File: src/rtl/sb_pkg.sv
// Shared types and constants for the destination-register scoreboard.
// A tag is {valid, rd}; invalid tags always carry rd=0.
package sb_pkg;

    localparam int NUM_REGS = 32;
    localparam int CNT_W    = 2;
    localparam int TAG_W    = 6;
    localparam int REG_AW   = 5;

    typedef struct packed {
        logic              valid;
        logic [REG_AW-1:0] rd;
    } tag_t;

    // x0 and non-writing instructions never produce a trackable tag
    function automatic tag_t mk_tag(input logic valid, input logic wren,
                                    input logic [REG_AW-1:0] rd);
        tag_t t;
        t.valid = valid && wren && (rd != '0);
        t.rd    = t.valid ? rd : '0;
        return t;
    endfunction

endpackage

File: src/rtl/sb_slot.sv
// One shadow tag register mirroring a pipeline register, with clear-over-enable
// priority and a flag for when its current tag leaves the pipeline.
module sb_slot
    import sb_pkg::*;
(
    input  logic clk,
    input  logic rst,
    input  logic clear_n,
    input  logic enable,
    input  logic next_copy,
    input  tag_t src_tag,
    output tag_t tag,
    output logic drop
);

    always_ff @(posedge clk) begin
        if (rst) begin
            tag <= '0;
        end else if (!clear_n) begin
            tag <= '0;
        end else if (enable) begin
            tag <= src_tag;
        end
    end

    // The tag is lost if cleared, or replaced without the next stage taking it
    assign drop = tag.valid && (!clear_n || (enable && !next_copy));

endmodule

File: src/rtl/rd_scoreboard.sv
// Pending-write scoreboard for the non-forwarding 5-stage RV32I pipeline:
// shadows rd of EX/MEM/WB, counts pending writes per register, flags RAW hazards in ID.
module rd_scoreboard
    import sb_pkg::*;
(
    input  logic                clk_i,
    input  logic                rst_i,
    input  logic                id_valid_i,
    input  logic                id_rd_wren_i,
    input  logic [REG_AW-1:0]   id_rd_addr_i,
    input  logic [REG_AW-1:0]   id_rs1_addr_i,
    input  logic [REG_AW-1:0]   id_rs2_addr_i,
    input  logic                id_is_rs2_i,
    input  logic                ex_enable_i,
    input  logic                mem_enable_i,
    input  logic                wb_enable_i,
    input  logic                ex_reset_ni,
    input  logic                mem_reset_ni,
    input  logic                wb_reset_ni,
    output logic [NUM_REGS-1:0] busy_o,
    output logic                raw_stall_o,
    output logic [TAG_W-1:0]    ex_tag_o,
    output logic [TAG_W-1:0]    mem_tag_o,
    output logic [TAG_W-1:0]    wb_tag_o,
    output logic                err_o
);

    localparam int NET_W = CNT_W + 2;
    localparam logic signed [NET_W-1:0] NET_ONE = NET_W'(1);
    localparam logic signed [NET_W-1:0] NET_MAX = NET_W'((1 << CNT_W) - 1);

    tag_t id_tag;
    tag_t ex_tag;
    tag_t mem_tag;
    tag_t wb_tag;
    logic ex_drop;
    logic mem_drop;
    logic wb_drop;
    logic enter;

    logic [CNT_W-1:0]        count_q [NUM_REGS];
    logic [CNT_W-1:0]        count_d [NUM_REGS];
    logic                    err_q;
    logic                    err_d;
    logic signed [NET_W-1:0] net;
    logic [NUM_REGS-1:0]     busy;

    assign id_tag = mk_tag(id_valid_i, id_rd_wren_i, id_rd_addr_i);
    assign enter  = ex_reset_ni && ex_enable_i && id_tag.valid;

    sb_slot u_ex_slot (
        .clk       (clk_i),
        .rst       (rst_i),
        .clear_n   (ex_reset_ni),
        .enable    (ex_enable_i),
        .next_copy (mem_reset_ni && mem_enable_i),
        .src_tag   (id_tag),
        .tag       (ex_tag),
        .drop      (ex_drop)
    );

    sb_slot u_mem_slot (
        .clk       (clk_i),
        .rst       (rst_i),
        .clear_n   (mem_reset_ni),
        .enable    (mem_enable_i),
        .next_copy (wb_reset_ni && wb_enable_i),
        .src_tag   (ex_tag),
        .tag       (mem_tag),
        .drop      (mem_drop)
    );

    // Nothing follows WB, so any WB load or clear retires its tag
    sb_slot u_wb_slot (
        .clk       (clk_i),
        .rst       (rst_i),
        .clear_n   (wb_reset_ni),
        .enable    (wb_enable_i),
        .next_copy (1'b0),
        .src_tag   (mem_tag),
        .tag       (wb_tag),
        .drop      (wb_drop)
    );

    // Sum one entry and up to three drops per register, saturating on error
    always_comb begin
        err_d = err_q;
        net   = '0;
        for (int r = 0; r < NUM_REGS; r++) begin
            net = $signed({2'b00, count_q[r]});
            if (enter && id_tag.rd == REG_AW'(r)) net = net + NET_ONE;
            if (ex_drop && ex_tag.rd == REG_AW'(r)) net = net - NET_ONE;
            if (mem_drop && mem_tag.rd == REG_AW'(r)) net = net - NET_ONE;
            if (wb_drop && wb_tag.rd == REG_AW'(r)) net = net - NET_ONE;
            if (net > NET_MAX) begin
                count_d[r] = '1;
                err_d      = 1'b1;
            end else if (net[NET_W-1]) begin
                count_d[r] = '0;
                err_d      = 1'b1;
            end else begin
                count_d[r] = net[CNT_W-1:0];
            end
        end
    end

    always_ff @(posedge clk_i) begin
        if (rst_i) begin
            for (int r = 0; r < NUM_REGS; r++) count_q[r] <= '0;
            err_q <= 1'b0;
        end else begin
            for (int r = 0; r < NUM_REGS; r++) count_q[r] <= count_d[r];
            err_q <= err_d;
        end
    end

    always_comb begin
        busy = '0;
        for (int r = 1; r < NUM_REGS; r++) busy[r] = (count_q[r] != '0);
    end

    assign raw_stall_o = id_valid_i &&
                         (((id_rs1_addr_i != '0) && busy[id_rs1_addr_i]) ||
                          (id_is_rs2_i && (id_rs2_addr_i != '0) && busy[id_rs2_addr_i]));

    assign busy_o    = busy;
    assign ex_tag_o  = ex_tag;
    assign mem_tag_o = mem_tag;
    assign wb_tag_o  = wb_tag;
    assign err_o     = err_q;

endmodule

File: config.mk
export PLATFORM = sky130hd
export DESIGN_NAME = rd_scoreboard
export DESIGN_NICKNAME = d
export VERILOG_FILES = /design/src/rtl/sb_pkg.sv /design/src/rtl/sb_slot.sv /design/src/rtl/rd_scoreboard.sv
export SDC_FILE = /design/constraint.sdc
export NUM_CORES = 1
export LEC_CHECK = 0
export CAP_MARGIN = 20
export CORE_AREA = 2 2 188 190
export CTS_BUF_LIST = sky130_fd_sc_hd__clkbuf_4 sky130_fd_sc_hd__clkbuf_8
export CTS_CLUSTER_SIZE = 30
export DETAILED_ROUTE_END_ITERATION = 12
export DIE_AREA = 0 0 190 192
export HOLD_SLACK_MARGIN = 0.05
export PLACE_DENSITY = 0.64
export SYNTH_ARGS = -nofsm -noshare
export SYNTH_HDL_FRONTEND = slang
export SYNTH_SLANG_ARGS = --single-unit
File: constraint.sdc
create_clock -name clk_i -period 5.58 [get_ports clk_i]
set_input_delay 1.116 -clock clk_i [delete_from_list [all_inputs] [get_ports clk_i]]
set_output_delay 1.116 -clock clk_i [all_outputs]
set_load 0.01 [all_outputs]
* Yosys cells after proc, flatten, opt, wreduce, memory -nomap -nowiden
Memory sizes are Yosys's and may differ from the RTL's. Cells that the tools add are included.
Operators by class: add/sub/neg operators 128, magnitude comparators 34, equal/unequal tests 124, mux-type cells 296, bitwise logic cells 35, reductions and logical operators 194
Operators with widths (count):
- 2-to-1 mux 4 bit | 96
- subtractor 4 x 2 -> 4 bit, second input constant | 96
- equality test 5 bit, second input constant | 64
- 2-to-1 mux 2 bit | 96
- equality test 5 x 4 -> 1 bit, second input constant | 32
- logical AND 1 bit | 143
- greater-than comparator 4 x 3 -> 1 bit, second input constant | 32
- adder 2 x 1 -> 3 bit, second input constant | 32
- 2-to-1 mux 3 bit | 32
- equality test 5 x 3 -> 1 bit, second input constant | 16
- 2-to-1 mux 1 bit | 69
- nonzero test 64 bit | 1
- nonzero test 2 bit | 31
- equality test 5 x 2 -> 1 bit, second input constant | 8
- OR 1 bit | 32
- equality test 5 x 1 -> 1 bit, second input constant | 4
- zero test 5 bit | 4
- nonzero test 5 bit | 3
- < comparator 5 x 6 -> 1 bit, second input constant | 2
- binary-select mux 1 bit (select 5 bit) | 2
- OR reduction 2 bit | 3
- zero test 1 bit | 5
- 2-to-1 mux 5 bit | 1
- logical OR 1 bit | 4
- NOT 1 bit | 3
Storage, ports and cells: register bits 19, RAM bits 64, bits of input ports 26, output and inout port bits 52, word-level logic and storage cells 819, memories kept 1
Memories:
- count_q | depth 32, bits a word 2, read ports 32, clocked after memory_dff 0, write ports 32, line rd_scoreboard.sv:41 | logic [CNT_W-1:0] count_q [NUM_REGS];

* Logic depth before layout (Yosys ltp)
Gate-level depths: netlist of the first run.
depth in word-level cells 76, depth in mapped cells 21

* Modules after synthesis
From an unflattened synthesis of the first run, not the netlist that was laid out.
Unflattened totals: cell total of the unflattened synthesis 2000, area total of the unflattened synthesis 14858.0 um2
By module, submodules not included:
- rd_scoreboard | times used 1, cells each 1934, area an instance 14156.1 um2, sequential area each 1301.2 um2
- sb_slot | times used 3, cells each 22, area an instance 234.0 um2, sequential area each 120.1 um2

* Worst setup path after synthesis of the first run
No wires, ideal clock.
path type in2reg, start input mem_enable_i, end register err_q (netlist: err_o), setup time 0.139 ns, data arrival time 4.736 ns, data required time 5.441 ns, path slack 0.706 ns, stages 19, buffers on the path 3, cells stage by stage buf_6 -> a21bo_4 -> buf_6 -> buf_6 -> a211oi_2 -> nand2_1 -> xnor2_1 -> a21oi_1 -> ha_1 -> mux2_2 -> ha_1 -> nand2_1 -> xnor2_1 -> xnor2_1 -> nand4b_1 -> or4_1 -> nor4b_1 -> and4_1 -> a41oi_1
On the way: longest elaborated chain between the ends 75, elaborated cells between the ends (all ways) 328
Ends and longest elaborated chain:
- start: declaration | line rd_scoreboard.sv:15 | input logic mem_enable_i,
- logical AND 1 bit | line rd_scoreboard.sv:56 | .next_copy (mem_reset_ni && mem_enable_i),
- zero test 1 bit | line sb_slot.sv:27 | assign drop = tag.valid && (!clear_n || (enable && !next_copy));
- logical AND 1 bit | line sb_slot.sv:27
- logical OR 1 bit | line sb_slot.sv:27
- logical AND 1 bit | line sb_slot.sv:27
- logical AND 1 bit | line rd_scoreboard.sv:92 | if (ex_drop && ex_tag.rd == REG_AW'(r)) net = net - NET_ONE;
- 2-to-1 mux 4 bit | line rd_scoreboard.sv:92
- subtractor 4 x 2 -> 4 bit | line rd_scoreboard.sv:93 | if (mem_drop && mem_tag.rd == REG_AW'(r)) net = net - NET_ONE;
- [... 59 more ...]
- 2-to-1 mux 1 bit | line rd_scoreboard.sv:98 | end else if (net[NET_W-1]) begin
- 2-to-1 mux 1 bit | line rd_scoreboard.sv:95 | if (net > NET_MAX) begin
- 2-to-1 mux 1 bit | line rd_scoreboard.sv:98
- 2-to-1 mux 1 bit | line rd_scoreboard.sv:95
- 2-to-1 mux 1 bit | line rd_scoreboard.sv:98
- 2-to-1 mux 1 bit | line rd_scoreboard.sv:95
- 2-to-1 mux 1 bit | line rd_scoreboard.sv:98
- 2-to-1 mux 1 bit | line rd_scoreboard.sv:95
- end signal: assignment | line rd_scoreboard.sv:113 | err_q <= err_d;
- end: declaration | line rd_scoreboard.sv:43 | logic err_q;
Several ways; a longest one is shown, not always the timed one. A chain may end at the register's enable or synchronous reset.

* Worst setup path after layout of the first run
start input id_rd_addr_i[1], end register err_q (netlist: err_o)
On the way: longest elaborated chain between the ends 76, elaborated cells between the ends (all ways) 388
Ends and longest elaborated chain:
- start: declaration | line rd_scoreboard.sv:10 | input logic [REG_AW-1:0] id_rd_addr_i,
- nonzero test 5 bit | line sb_pkg.sv:19 | t.valid = valid && wren && (rd != '0);
- logical AND 1 bit | line sb_pkg.sv:19
- 2-to-1 mux 5 bit | line sb_pkg.sv:20 | t.rd = t.valid ? rd : '0;
- zero test 5 bit | line rd_scoreboard.sv:91 | if (enter && id_tag.rd == REG_AW'(r)) net = net + NET_ONE;
- logical AND 1 bit | line rd_scoreboard.sv:91
- 2-to-1 mux 3 bit | line rd_scoreboard.sv:91
- subtractor 4 x 2 -> 4 bit | line rd_scoreboard.sv:92
- 2-to-1 mux 4 bit | line rd_scoreboard.sv:92
- [... 60 more ...]
- 2-to-1 mux 1 bit | line rd_scoreboard.sv:98
- 2-to-1 mux 1 bit | line rd_scoreboard.sv:95
- 2-to-1 mux 1 bit | line rd_scoreboard.sv:98
- 2-to-1 mux 1 bit | line rd_scoreboard.sv:95
- 2-to-1 mux 1 bit | line rd_scoreboard.sv:98
- 2-to-1 mux 1 bit | line rd_scoreboard.sv:95
- 2-to-1 mux 1 bit | line rd_scoreboard.sv:98
- 2-to-1 mux 1 bit | line rd_scoreboard.sv:95
Several ways; a longest one is shown, not always the timed one.

==> results_dict.tcl, run 1 <==
set metrics [dict create \
    outcome "finished clean" \
    port_buffers 76 \
    place_area_um2 17500 \
    wl_um 59700 \
    antenna_left 0 \
    synth.distinct_cells 106 \
    worstPathRequired_ps 5830 \
    hold_viol_final 0 \
    cap_violations 0 \
    hpwl_um 48100 \
    grt_antenna_before_repair 3 \
    insertion_delay_ps 420 \
    async_reset_ff_share_pct 0 \
    firstDrtPassIters 6 \
    root_buffer "clkbuf_8" \
    power_uw 1270 \
    start_util_pct 44.8 \
    yosys_most_used_dff "dfxtp_1" \
    vias 16600 \
    htreeDepth 3 \
    die_x_um 190 \
    cts.clk_slew.worst_paths_ps 90 \
    cts_buffers 9 \
    ys_seq_area_share_pct 10.8 \
    cts_tree "done" \
    dr.first_iter.drc_count 1743 \
    clockBufferDepth 2 \
    worstSetupEndpointType "register" \
    period_needed_ps 5340 \
    rsz0062_at_grt "no" \
    grt_usage_pct 32.7 \
    setup_viol 0 \
    postCtsSetupBuffers 0 \
    die_h_um 192 \
    power.density_nw_per_um2 71.9 \
    ys_ff_latch 83 \
    ys_top_cells_by_area "dfxtp_1 (11%), ha_1 (10%), xnor2_1 (9.4%)" \
    fin_skew_ps 21.7 \
    synth_edf_count 0 \
    syn_inst 2033 \
    synth_top_area_cell "dfxtp_1" \
    slew_headroom_pct 34.9 \
    drc 0 \
    r2r_slack_ps 590 \
    gp_congestion 1.08 \
    utilization_pct 51.5 \
    grt_pass1_vias 15700 \
    clock_sinks 83 \
    grt_max_degree 47 \
    grt_overflow_total 0 \
    drv_slew 0 \
    final.fill_count 3321 \
    yosysTopAreaCellShare_pct 10.8 \
    finalCritPeriodShare_pct 95.7 \
    nNetsFinal 2345 \
    avgSynthCellArea_um2 7.56 \
    start_kind "primary input" \
    vdd_drop_max_uv 105 \
    worst_slew_pin_slew_ps 975 \
    synth.cell_area_um2 15400 \
    drive_above_1_share_pct 14.4 \
    hp-class "register to register" \
    die_area_um2 36500 \
    synth_nets 2185 \
    critical_path_arrival_ps 5590 \
    path_class "primary input to register" \
    grt_pass1_wl_um 90900 \
    leakagePower_uw 0.00632 \
    final_common_cell "nor2_1" \
    core_region_area_um2 34300 \
    rows 68 \
    ys_warn_count 0 \
    wl_per_cell_um 22.5 \
    via_per_inst 6.26 \
    timing.fmax_mhz 187 \
    layout_common_cells "nor2_1 (176), nand2_1 (175), xnor2_1 (165)" \
    crit_path_max_fanout 10 \
    design_area_um2 17700 \
    boundaryPins 78 \
    area_delta_synth_final_pct 15.0 \
    diodes 0 \
]
==> metal layers <==
| metal | routed length (µm) | global-route usage [%] |
|---|---|---|
| met5 | 0 | 0 |
| met4 | 3200 | 16.3 |
| met3 | 5130 | 6.14 |
| met2 | 26500 | 53.4 |
| met1 | 24900 | 41.3 |
==> cell usage after synthesis, types with 37 or more instances <==
master    count
xnor2_1     165
a211oi_1     38
xor2_1       66
nor2_1      176
o21ai_0      76
nor3_1       86
dfxtp_1      83
mux2i_1      37
a21oi_1      97
inv_1       117
a31oi_1      38
nand3_1     106
ha_1        126
nand2_1     175
==> path summary, 6_finish.rpt <==
check                   startpoint                to  cells after the start
hold / removal    u_ex_slot.tag[5]  u_ex_slot.tag[5]                      2
setup / recovery   id_rd_addr_i[1]             err_o                     18
hold reg to reg   u_ex_slot.tag[5]  u_ex_slot.tag[5]                      2
setup reg to reg  u_ex_slot.tag[3]             err_o                     17
==> logic make-up after synthesis <==
group	synth area share (%)
AO/OA/AOI/OAI	21.7
XOR/XNOR	15.7
adder cells (fa/ha/maj)	10.5
buffers and inverters	5.94
flip-flops	10.8
multiplexers	6.44
other	0.0244
AND/OR/NAND/NOR	29.0
==> state kept, by name, indices dropped and copies added, names as in the netlist <==
signal	count
count_q	64
u_ex_slot.tag	6
u_mem_slot.tag	6
u_wb_slot.tag	6
err_o	1
==> where the power goes <==
| part | leakage [µW] | switching [µW] | internal, µW | total (µW) |
|---|---|---|---|---|
| sequential | 0.000669 | 5.84 | 595 | 600 |
| clock | 0.0000877 | 262 | 183 | 445 |
| combinational | 0.00556 | 139 | 86.8 | 226 |
| total | 0.00632 | 406 | 865 | 1270 |
==> critical path, cell delays in order <==
cell	delay, ps
clkdlybuf4s50_1	720
nand4b_4	170
nor3_2	320
buf_4	250
xnor2_1	120
xnor2_2	270
ha_1	290
mux2_2	290
ha_1	200
nand2_1	70
xnor2_1	130
xnor2_1	160
nand4b_1	140
or4_1	490
nor4b_1	360
buf_4	200
and4_1	190
a41oi_1	110
==> final cells by class <==
| class | instances | area (µm²) | share of cell area (%) |
|---|---|---|---|
| flip-flops and latches | 83 | 1660 | 9.41 |
| repair buffers | 236 | 2030 | 11.5 |
| multi-input cells | 1744 | 12800 | 72.4 |
| clock buffers | 14 | 161 | 0.914 |
| well taps | 455 | 569 | 3.22 |
| inverters | 119 | 447 | 2.53 |
==> repair_timing <==
item | 4_1_cts | 5_1_grt
hold buffers | 0 | 0
gates resized for setup | 0 | 2
setup endpoints to repair | 0 | 1
==> metrics by stage <==
| stage | std cells | hold WS (ps) | setup TNS, ps | worst slack (ps) |
|---|---|---|---|---|
| floorplan | 2033 | 559 | 0 | 706 |
| global placement | 2637 | 576 | -81.3 | -81.3 |
| detailed placement | 2637 | 572 | -188 | -188 |
| CTS | 2651 | 591 | 0 | 235 |
| global route | 2651 | 612 | 0 | 4.24 |
| finish | 2651 | 606 | 0 | 243 |
Note: power is estimated with default switching activity, not from simulation.
==> inputs of run 2 (changes only) <==
--- a/config.mk
+++ b/config.mk
@@ -6,13 +6,14 @@
 export NUM_CORES = 1
 export LEC_CHECK = 0
 export CAP_MARGIN = 20
-export CORE_AREA = 2 2 188 190
+export CORE_AREA = 2 2 164 166
 export CTS_BUF_LIST = sky130_fd_sc_hd__clkbuf_4 sky130_fd_sc_hd__clkbuf_8
 export CTS_CLUSTER_SIZE = 30
 export DETAILED_ROUTE_END_ITERATION = 12
-export DIE_AREA = 0 0 190 192
+export DIE_AREA = 0 0 166 168
 export HOLD_SLACK_MARGIN = 0.05
-export PLACE_DENSITY = 0.64
+export PLACE_DENSITY = 0.8
+export SLEW_MARGIN = 30
 export SYNTH_ARGS = -nofsm -noshare
 export SYNTH_HDL_FRONTEND = slang
 export SYNTH_SLANG_ARGS = --single-unit
==> results_dict.tcl, run 2 (synthesized netlist as in run 1, its figures left out) <==
set metrics [dict create \
    reg2reg_to "err_o" \
    firstDrtPassIters 7 \
    htreeDepth 3 \
    grt_usage_pct 39.2 \
    timing.fmax_mhz 189 \
    drv_slew 0 \
    cp_cell_sequence "clkdlybuf4s50_1, buf_4, nand3_1, nor3_2, xnor3_1, ha_1, nor2_1, a31oi_1, ha_1, nand2_1, xor2_1, nand4b_1, or4_1, nor4b_1, and4_1, a41oi_1" \
    p_comb_share_pct 17.1 \
    p_sw_share_pct 33.3 \
    design_area_um2 17300 \
    hp-class "register to register" \
    r2r_slack_ps 500 \
    path_depth 16 \
    drc 0 \
    ctsHoldBuffers 0 \
    core_region_area_um2 26400 \
    gp_congestion 1.09 \
    power.share.sequential_pct 46.1 \
    port_buffers 76 \
    path_common_cell "ha_1" \
    path_class "primary input to register" \
    r2r-start "u_ex_slot.tag[3]" \
    wl_um 56300 \
    grt_max_degree 47 \
    period_needed_ps 5290 \
    area_delta_synth_final_pct 12.7 \
    vias 16800 \
    p_int_uw 869 \
    nNetsFinal 2313 \
    worst-path-buf-inv 2 \
    grt_pass1_vias 15500 \
    layout.cells.non_filler 2508 \
    setup_viol 0 \
    postCtsSetupBuffers 0 \
    top_register "count_q" \
    rows 60 \
    via_per_inst 6.68 \
    boundaryPins 78 \
    cap_violations 0 \
    die_area_um2 27900 \
    dr.first_iter.drc_count 1762 \
    leakagePower_uw 0.00618 \
    die_x_um 166 \
    worstSetupEndpointType "register" \
    reg2regPathDepth 16 \
    clock_power_share_pct 36.8 \
    power.density_nw_per_um2 75.3 \
    largest_reg_flops 64 \
    wl_per_cell_um 22.4 \
    utilization_pct 65.7 \
    netSwitchingPower_uw 434 \
    worstPathRequired_ps 5850 \
    worst_slew_pin_slew_ps 1100 \
    fin_skew_ps 15.0 \
    cts_tree "done" \
    finalSetupTns_ps 0 \
    crit_start "id_rd_addr_i[2]" \
    die_h_um 168 \
    rsz0062_at_grt "no" \
    finalCritPeriodShare_pct 94.8 \
    insertion_delay_ps 410 \
    grt_pass1_wl_um 86000 \
    slew_headroom_pct 26.3 \
    cts_buffers 9 \
    clock_sinks 83 \
    critPathTopFamily "simple AND/OR/NAND/NOR gates" \
    hold_viol_final 0 \
    grt_overflow_total 0 \
    vdd_drop_max_uv 69.7 \
    cts.clk_slew.worst_paths_ps 110 \
    cp-endpoint "err_o" \
    outcome "finished clean" \
    place_area_um2 17100 \
    hold_slack_ps 605 \
    start_util_pct 58.3 \
    antenna_left 0 \
    final_common_cell "nor2_1" \
    dpl.cell_count 2491 \
    cts_resized 0 \
    crit_path_max_fanout 7 \
    critical_path_arrival_ps 5560 \
    final.fill_count 2337 \
    clockBufferDepth 2 \
    start_kind "primary input" \
    root_buffer "clkbuf_8" \
    slowest_delay_ps 560 \
    cp_slowest_cell "clkdlybuf4s50_1" \
    hpwl_um 44300 \
    grt_antenna_before_repair 1 \
    layout_common_cells "nor2_1 (176), nand2_1 (175), xnor2_1 (165)" \
    drive_above_1_share_pct 13.2 \
]
run 2: changes by cell type in the layout (fill, tap and decap cells not counted), sizes merged:
cell,delta
buf,-32
clkbuf,-2
clkinv,+2
clkinvlp,+2
diode,+1
run 2: layout make-up:
cell class	count	area, µm²	share of cell area (%)
timing repair buffer	204	1800	10.4
clock inverter	4	25.0	0.145
clock buffer	12	159	0.918
multi-input combinational	1744	12800	73.9
sequential	83	1660	9.60
inverter	119	447	2.58
tap	341	427	2.46
antenna	1	2.50	0.0145
run 2: metal layers:
layer | track usage [%] | vias to the layer above | wire length [µm]
met5 | 0 | - | 0
met4 | 24.2 | 0 | 3990
met3 | 10.5 | 250 | 6860
met2 | 61.2 | 970 | 23800
met1 | 48.2 | 7834 | 21600
li1 | - | 7704 | -
run 2: power by group through the flow:
| stage | Combinational, µW | Sequential, µW | Clock [µW] |
|---|---|---|---|
| floorplan | 136 | 611 | 0 |
| global placement | 212 | 614 | 0 |
| detailed placement | 215 | 614 | 0 |
| CTS | 216 | 600 | 477 |
| global route | 234 | 601 | 492 |
| finish | 223 | 601 | 480 |
run 2: worst min-delay path by stage:
stage,start,end,slack (ps),cells past startpoint
4_1_cts,u_ex_slot.tag[5],u_ex_slot.tag[5],600,2
6_report,u_ex_slot.tag[5],u_ex_slot.tag[5],610,2
2_1_floorplan,u_ex_slot.tag[5],u_ex_slot.tag[5],560,2
5_1_grt,u_ex_slot.tag[5],u_ex_slot.tag[5],630,2
3_3_place_gp,u_ex_slot.tag[5],u_ex_slot.tag[5],590,2
3_5_place_dp,u_ex_slot.tag[5],u_ex_slot.tag[5],580,2
run 2: worst register-to-register path: stages, from the launching register on:
cell and delay, ps:
dfxtp_1 1010, nand4_1 470, a211o_1 390, or3_1 310, nand3_1 130, nand2_1 70, ha_1 280, nor2_1 40
a31oi_1 250, ha_1 200, nand2_1 60, xor2_1 190, nand4b_1 230, or4_1 510, nor4b_1 430, and4_1 260
a41oi_1 110
run 2: metrics by stage:
step | power (µW) | worst slack [ps]
final | 1300 | 289
after global routing | 1330 | 29.8
after CTS | 1290 | 350
after detailed placement | 829 | 28.2
after global placement | 826 | 123
after floorplan | 747 | 706
